$ cat config.mk
export PLATFORM = sky130hd
export DESIGN_NAME = seq_gen_flat
export DESIGN_NICKNAME = d
export VERILOG_FILES = /design/src/rtl/seq_gen_if.sv /design/src/rtl/seq_gen.sv /design/src/flat_wrapper.sv
export SDC_FILE = /design/constraint.sdc
export NUM_CORES = 1
export LEC_CHECK = 0
export CORE_UTILIZATION = 57
export CTS_BUF_LIST = sky130_fd_sc_hd__clkbuf_8
export DETAILED_ROUTE_END_ITERATION = 12
export PLACE_DENSITY = 0.82
export SKIP_LAST_GASP = 1
export SLEW_MARGIN = 20
export SYNTH_ARGS = -nofsm -noshare
export SYNTH_HDL_FRONTEND = slang
export SYNTH_SLANG_ARGS = --single-unit
$ cat constraint.sdc
create_clock -name clk -period 2.7 [get_ports clk]
set_input_delay 0.27 -clock clk [delete_from_list [all_inputs] [get_ports clk]]
set_output_delay 0.27 -clock clk [all_outputs]
set_load 0.1 [all_outputs]
$ cat src/rtl/seq_gen_if.sv
//------------------------------------------------------------------------------
// seq_gen_if : control and serial-output bundle for the seq_gen transmitter.
// Revision   : 1.0
//------------------------------------------------------------------------------
`default_nettype none

interface seq_gen_if #(
  parameter int PAT_W = 8,
  parameter int LEN_W = 4,
  parameter int CNT_W = 4
);
  logic             start;
  logic             abort;
  logic [PAT_W-1:0] pattern;
  logic [LEN_W-1:0] len;
  logic [CNT_W-1:0] reps;
  logic [CNT_W-1:0] gap;
  logic             dout;
  logic             dout_valid;
  logic             busy;
  logic             done;

  modport master (
    output start, abort, pattern, len, reps, gap,
    input  dout, dout_valid, busy, done
  );

  modport slave (
    input  start, abort, pattern, len, reps, gap,
    output dout, dout_valid, busy, done
  );
endinterface

`default_nettype wire

$ cat src/rtl/seq_gen.sv
//------------------------------------------------------------------------------
// seq_gen : serial bit-sequence generator, MSB-first frames with repeat and gap.
// Revision: 1.0
//------------------------------------------------------------------------------
`default_nettype none

module seq_gen #(
  parameter int PAT_W = 8,
  parameter int LEN_W = 4,
  parameter int CNT_W = 4
) (
  input  logic     clk,
  input  logic     rst_n,
  seq_gen_if.slave bus
);

  typedef enum logic [1:0] {
    IDLE  = 2'd0,
    SHIFT = 2'd1,
    GAP   = 2'd2,
    DONE  = 2'd3
  } state_t;

  localparam logic [LEN_W-1:0] c_pat_w   = LEN_W'(PAT_W);
  localparam logic [LEN_W-1:0] c_len_one = LEN_W'(1);
  localparam logic [CNT_W-1:0] c_cnt_one = CNT_W'(1);
  localparam logic [PAT_W-1:0] c_pat_one = PAT_W'(1);

  state_t           r_state, w_state_nx;
  logic [PAT_W-1:0] r_pat, w_pat_nx;
  logic [LEN_W-1:0] r_last, w_last_nx;
  logic [LEN_W-1:0] r_idx, w_idx_nx;
  logic [CNT_W-1:0] r_frames, w_frames_nx;
  logic [CNT_W-1:0] r_gap, w_gap_nx;
  logic [CNT_W-1:0] r_gap_cnt, w_gap_cnt_nx;
  logic             r_dout, w_dout_nx;
  logic             r_valid, w_valid_nx;
  logic             r_busy, w_busy_nx;
  logic             r_done, w_done_nx;

  logic [LEN_W-1:0] w_len_eff, w_in_last, w_idx_dec;
  logic             w_in_bit, w_first_bit, w_next_bit;

  // Out-of-range lengths (0 or wider than the pattern) send the full register.
  assign w_len_eff   = (bus.len == '0 || bus.len > c_pat_w) ? c_pat_w : bus.len;
  assign w_in_last   = w_len_eff - c_len_one;
  assign w_idx_dec   = r_idx - c_len_one;
  assign w_in_bit    = |(bus.pattern & (c_pat_one << w_in_last));
  assign w_first_bit = |(r_pat & (c_pat_one << r_last));
  assign w_next_bit  = |(r_pat & (c_pat_one << w_idx_dec));

  always_ff @(posedge clk or negedge rst_n) begin
    if (!rst_n) begin
      r_state   <= IDLE;
      r_pat     <= '0;
      r_last    <= '0;
      r_idx     <= '0;
      r_frames  <= '0;
      r_gap     <= '0;
      r_gap_cnt <= '0;
      r_dout    <= 1'b0;
      r_valid   <= 1'b0;
      r_busy    <= 1'b0;
      r_done    <= 1'b0;
    end else begin
      r_state   <= w_state_nx;
      r_pat     <= w_pat_nx;
      r_last    <= w_last_nx;
      r_idx     <= w_idx_nx;
      r_frames  <= w_frames_nx;
      r_gap     <= w_gap_nx;
      r_gap_cnt <= w_gap_cnt_nx;
      r_dout    <= w_dout_nx;
      r_valid   <= w_valid_nx;
      r_busy    <= w_busy_nx;
      r_done    <= w_done_nx;
    end
  end

  // Next-state logic computes the value each output takes in the coming cycle.
  always_comb begin
    w_state_nx   = r_state;
    w_pat_nx     = r_pat;
    w_last_nx    = r_last;
    w_idx_nx     = r_idx;
    w_frames_nx  = r_frames;
    w_gap_nx     = r_gap;
    w_gap_cnt_nx = r_gap_cnt;
    w_dout_nx    = 1'b0;
    w_valid_nx   = 1'b0;
    w_busy_nx    = 1'b0;
    w_done_nx    = 1'b0;

    case (r_state)
      IDLE: begin
        if (bus.start) begin
          w_state_nx  = SHIFT;
          w_pat_nx    = bus.pattern;
          w_last_nx   = w_in_last;
          w_idx_nx    = w_in_last;
          w_frames_nx = bus.reps;
          w_gap_nx    = bus.gap;
          w_dout_nx   = w_in_bit;
          w_valid_nx  = 1'b1;
          w_busy_nx   = 1'b1;
        end
      end
      SHIFT: begin
        w_busy_nx = 1'b1;
        if (r_idx != '0) begin
          w_idx_nx   = w_idx_dec;
          w_dout_nx  = w_next_bit;
          w_valid_nx = 1'b1;
        end else if (r_frames != '0) begin
          w_frames_nx = r_frames - c_cnt_one;
          if (r_gap != '0) begin
            w_state_nx   = GAP;
            w_gap_cnt_nx = r_gap;
          end else begin
            w_idx_nx   = r_last;
            w_dout_nx  = w_first_bit;
            w_valid_nx = 1'b1;
          end
        end else begin
          w_state_nx = DONE;
          w_busy_nx  = 1'b0;
          w_done_nx  = 1'b1;
        end
      end
      GAP: begin
        w_busy_nx = 1'b1;
        if (r_gap_cnt == c_cnt_one) begin
          w_state_nx = SHIFT;
          w_idx_nx   = r_last;
          w_dout_nx  = w_first_bit;
          w_valid_nx = 1'b1;
        end else begin
          w_gap_cnt_nx = r_gap_cnt - c_cnt_one;
        end
      end
      DONE: begin
        w_state_nx = IDLE;
      end
      default: begin
        w_state_nx = IDLE;
      end
    endcase

    if (r_state != IDLE && bus.abort) begin
      w_state_nx = IDLE;
      w_dout_nx  = 1'b0;
      w_valid_nx = 1'b0;
      w_busy_nx  = 1'b0;
      w_done_nx  = 1'b0;
    end
  end

  assign bus.dout       = r_dout;
  assign bus.dout_valid = r_valid;
  assign bus.busy       = r_busy;
  assign bus.done       = r_done;

endmodule

`default_nettype wire
$ cat src/flat_wrapper.sv
// flat-port wrapper written by rule: the top's interface ports become plain ports
module seq_gen_flat 
#(
  parameter int PAT_W = 8,
  parameter int LEN_W = 4,
  parameter int CNT_W = 4
)
  (clk, rst_n, bus_start, bus_abort, bus_pattern, bus_len, bus_reps, bus_gap, bus_dout, bus_dout_valid, bus_busy, bus_done);
  seq_gen_if #(.PAT_W(PAT_W), .LEN_W(LEN_W), .CNT_W(CNT_W)) bus_i ();
  input  logic clk;
  input  logic rst_n;
  input wire logic [$bits(bus_i.start)-1:0] bus_start;
  input wire logic [$bits(bus_i.abort)-1:0] bus_abort;
  input wire logic [$bits(bus_i.pattern)-1:0] bus_pattern;
  input wire logic [$bits(bus_i.len)-1:0] bus_len;
  input wire logic [$bits(bus_i.reps)-1:0] bus_reps;
  input wire logic [$bits(bus_i.gap)-1:0] bus_gap;
  output wire logic [$bits(bus_i.dout)-1:0] bus_dout;
  output wire logic [$bits(bus_i.dout_valid)-1:0] bus_dout_valid;
  output wire logic [$bits(bus_i.busy)-1:0] bus_busy;
  output wire logic [$bits(bus_i.done)-1:0] bus_done;
  assign bus_i.start = bus_start;
  assign bus_i.abort = bus_abort;
  assign bus_i.pattern = bus_pattern;
  assign bus_i.len = bus_len;
  assign bus_i.reps = bus_reps;
  assign bus_i.gap = bus_gap;
  assign bus_dout = bus_i.dout;
  assign bus_dout_valid = bus_i.dout_valid;
  assign bus_busy = bus_i.busy;
  assign bus_done = bus_i.done;
  seq_gen #(.PAT_W(PAT_W), .LEN_W(LEN_W), .CNT_W(CNT_W)) u_core (.clk(clk), .rst_n(rst_n), .bus(bus_i));
endmodule
Yosys cells after proc, flatten, opt, wreduce, memory -nomap -nowiden
Index checks and enable logic that the tools add are counted.

Flip-flop bits (word level): 34. Bits of input ports: 24. Logic and storage cells: 102.

$add $sub $neg: 4. $lt $le $gt $ge: 1. Equal/unequal tests: 16. Shift operators: 3. Mux-type cells: 45. Bitwise logic cells: 3. Reduce and logical (&&, ||, !) cells: 19.

Operator list (count): $mux 4 (13); $and 8x8->8 (3); $reduce_or 8->1 (3); $shl 1x4->8 const A (3); $mux 1 (19); $pmux 4 s2 (2); $sub 4x1->4 const B (4); $mux 2 (6); $pmux 4 s3 (1); $reduce_bool 4->1 (3); $reduce_and 5->1 (2); $pmux 1 s3 (3); $pmux 2 s4 (1); $reduce_and 4->1 (2); $ne 2x1->1 const B (3); $ne 2x2->1 const B (3); $ne 3x1->1 const B (2); $ne 3x2->1 const B (2); $reduce_bool 2->1 (3); $eq 2x2->1 const B (2); $eq 4x1->1 const B (1); $gt 4x4->1 const B (1); $logic_not 4->1 (1); $ne 4x4->1 const B (1); 7 further kinds (7).

Longest topological paths before layout
Depth in word-level cells: 10. Depth in mapped cells: 8.

Worst setup path after synthesis
No wires, ideal clock.

Path kind: register to register. Start point: register u_core.r_state[1]. End point: register u_core.r_idx[0]. Setup time: 0.125 ns. Arrival: 1.851 ns. Required time: 2.575 ns. Slack: 0.724 ns. Cell stages (with the launch flop): 8. Clock period less this slack: 1.976 ns. Path through: dfrtp_1 > inv_1 > ha_1 > clkbuf_1 > and4bb_2 > a21boi_2 > or3_4 > mux2_4.

Cells in the longest elaborated chain, start to end: 3.

Ends and longest elaborated chain: start: declaration (line seq_gen.sv:29) `state_t r_state, w_state_nx;`; start signal: assignment (line seq_gen.sv:66) `r_state <= w_state_nx;`; $eq 2x1->1 (tied with other cells) (line seq_gen.sv:94) `case (r_state)`; $ne 3x1->1 (no source line) (tied with other cells); $reduce_and 5->1 (no source line); end signal: assignment (line seq_gen.sv:69) `r_idx <= w_idx_nx;`; end: declaration (line seq_gen.sv:32) `logic [LEN_W-1:0] r_idx, w_idx_nx;`.

Several ways; a longest one is shown, not always the timed one. A chain may end at the register's enable or synchronous reset.

Worst setup path in the final report
Start point: register u_core.r_idx[0]. End point: register u_core.r_idx[0].

Cells in the longest elaborated chain, start to end: 3.

Ends and longest elaborated chain: $sub 4x1->4 / $reduce_bool 4->1 (equally long branches) (line seq_gen.sv:47, seq_gen.sv:110); $mux 4 (tied with other cells) (line seq_gen.sv:110) `if (r_idx != '0) begin`; $pmux 4 s3 / $reduce_and 5->1 (equally long branches).

Several ways; a longest one is shown, not always the timed one.

==> impl_metrics.ini <==
[floorplan]
die_area_sq_mm = 0.00412
rows = 22
boundaryPins = 28
die_w_microns = 64.2
die_h_microns = 64.2
start_util = 0.598
core_region_area_sq_mm = 0.00369

[placed_design]
gp_congestion = 0.828
pre_cts_ws_ps = 378
dp.cells = 286
dp_hpwl_microns = 3480
io_buffers = 27

[setup_path]
cp-start-kind = flip-flop
crit_fanout = 7
endpoint_kind = flip-flop
arrival_ps = 2310
critPathKind = reg -> reg
worstPathRequired_ps = 2870

[run]
maxCapViolations = 0

[drt]
drtAntennaViolNets = 0
wire_per_inst_microns = 16.1
drt-total-wl_microns = 4720
first_pass_iters = 4
avgViaCountPerCell = 6.14
vias = 1800
post-route-drc-count = 0
drt_iter0_drc = 161

[yosys]
synth_edf_count = 0
seq_area_frac_synth = 0.386
synth-seq-cells = 34
syn_inst = 213
yosysUniqueCellTypes = 55
synthFlopType = dfrtp_1
syn-num-nets = 255
synth_area_leaders = dfrtp_1, ha_1, mux2_2, inv_1, o21ai_0
yosysTopAreaCell = dfrtp_1
synth_area_sq_mm = 0.00221
synth.most_common_cell = dfrtp_1
yosys_warnings = 0
yosys-top-cells-count = dfrtp_1, ha_1, inv_1, mux2_2, o21ai_0
syn_area_per_cell_sq_um = 10.4
async_flop_share = 1.00
synthDominantCellAreaShare = 0.386

[cts]
cts_tree = done
postCtsHoldBufs = 0
postCtsSetupBuffers = 0
htreeDepth = 2
clkLatencyLatePin_ps = 290
clock_path_buffers = 2
ctsRootBufferMaster = clkbuf_8
clk_pin_slew_worst_paths_ps = 70
cts_sinks = 34
cts_resized = 0
cts_buffers = 5

[global_routing]
overflow = 0
first_global_vias = 1742
antenna_found_initial = 0
grt_max_degree = 35
grt_pass1_wl_microns = 8310
grt_util_all_layers = 0.266

[sta]
finalMaxSlewViolations = 0
slew_headroom = 0.475
fin_tns_setup_ps = 0
fin_crit_sh = 0.792
tightest_slew_ps = 785
finClkSkew_ps = 4.44
max_freq_ghz = 0.468
rsz0062_at_grt = no
final-hold-violation-count = 0
setup_violations = 0
fin_crit_ps = 2140
layout_setup_ws_ps = 561

[power]
p_int_mw = 1.67
p_leak_nw = 1.15
p_seq_frac = 0.335
power_frac_comb = 0.546
p_per_area_mw_per_mm2 = 1150
vdd_drop_max_v = 0.000582
power_switching_mw = 1.32
switching_share = 0.441
power.clock.fraction = 0.118

[outcome]
status = complete, no violations

[layout]
syn2layout_area_growth_pct = 18.5
final_util = 0.709
fillCellCount = 300
drive_above_1_share = 0.188
nets = 287
antenna_cells = 0
instances_no_fill = 293

[min_path]
hold_path_class = in -> async
[worst max-delay path, cell delays in order, from the launching register on]
cell and delay, ps:
dfrtp_1 450, inv_1 130, ha_1 270, and4bb_2 300
a21boi_2 190, or3_4 380, mux2_4 300
[flip-flops by register name, summed over array words and instances (netlist names)]
name and cells:
u_core.r_gap 4, u_core.r_frames 4, u_core.bus.busy 1, u_core.r_last 4, u_core.bus.dout_valid 1, u_core.r_gap_cnt 4
u_core.r_idx 4, u_core.bus.dout 1, u_core.r_pat 8, u_core.bus.done 1, u_core.r_state 2
[final cells by class]
type                    instances  area, sq um  area share
flip-flops and latches         34          851       0.326
inverters                      15         56.3      0.0215
clock inverters                 2         10.0     0.00383
clock buffers                   5         68.8      0.0263
repair buffers                 32          298       0.114
well taps                      48         60.1      0.0230
multi-input cells             157         1270       0.486
[layer usage]
metal	routed length [microns]	vias up	global-route usage
met3	193	8	0.0679
met5	0	-	0
met1	2140	870	0.349
met4	68	0	0.0806
li1	-	866	-
met2	2310	56	0.431
[through the flow]
stage | power, mW | instance area, sq um | hold WS [ps]
finish | 2.99 | 2610 | 385
CTS | 2.99 | 2610 | 409
detailed placement | 2.62 | 2530 | 505
floorplan | 2.22 | 2210 | -25.6
global placement | 2.57 | 2530 | 502
global route | 3.24 | 2610 | 427
[cell usage in the layout, fill, tap and decap left out, types with 5 or more instances in the layout]
| cell | n |
|---|---|
| nand2b_1 | 5 |
| nand3_1 | 6 |
| clkbuf_8 | 5 |
| mux2_2 | 13 |
| ha_1 | 18 |
| nand2_1 | 9 |
| clkdlybuf4s50_1 | 23 |
| dfrtp_1 | 34 |
| buf_4 | 9 |
| inv_1 | 15 |
| nor2_1 | 9 |
| a21oi_1 | 5 |
| o21ai_0 | 11 |
[logic make-up after synthesis]
group                      Yosys count  share of synthesized area
AOI/OAI and AO/OA                   58                      0.196
xor gates and xnor gates             1                    0.00397
adders and majority gates           18                      0.102
buffers and inverters               22                     0.0386
DFF                                 34                      0.386
muxes                               20                      0.112
and+or+nand+nor                     60                      0.162
[power by group through the flow]
stage	registers [mW]	clock network (mW)	logic, mW
2_1_floorplan	1.07	0	1.15
3_3_place_gp	0.992	0	1.58
3_5_place_dp	1.01	0	1.62
4_1_cts	1.00	0.360	1.63
5_1_grt	1.05	0.390	1.81
6_report	1.00	0.355	1.64
[worst paths after layout]
kind | cells past startpoint | slack (ps) | startpoint | endpoint
worst min register to register | 1 | 520 | u_core.r_last[3] | u_core.r_last[3]
worst max-delay path | 6 | 560 | u_core.r_idx[0] | u_core.r_idx[0]
worst max register to register | 6 | 560 | u_core.r_idx[0] | u_core.r_idx[0]
max in group asynchronous | 2 | 2000 | rst_n | u_core.r_gap_cnt[2]
min in group clk | 1 | 520 | u_core.r_last[3] | u_core.r_last[3]
worst min-delay path | 2 | 390 | rst_n | u_core.r_frames[3]
Note: power is estimated with default switching activity, not from simulation.
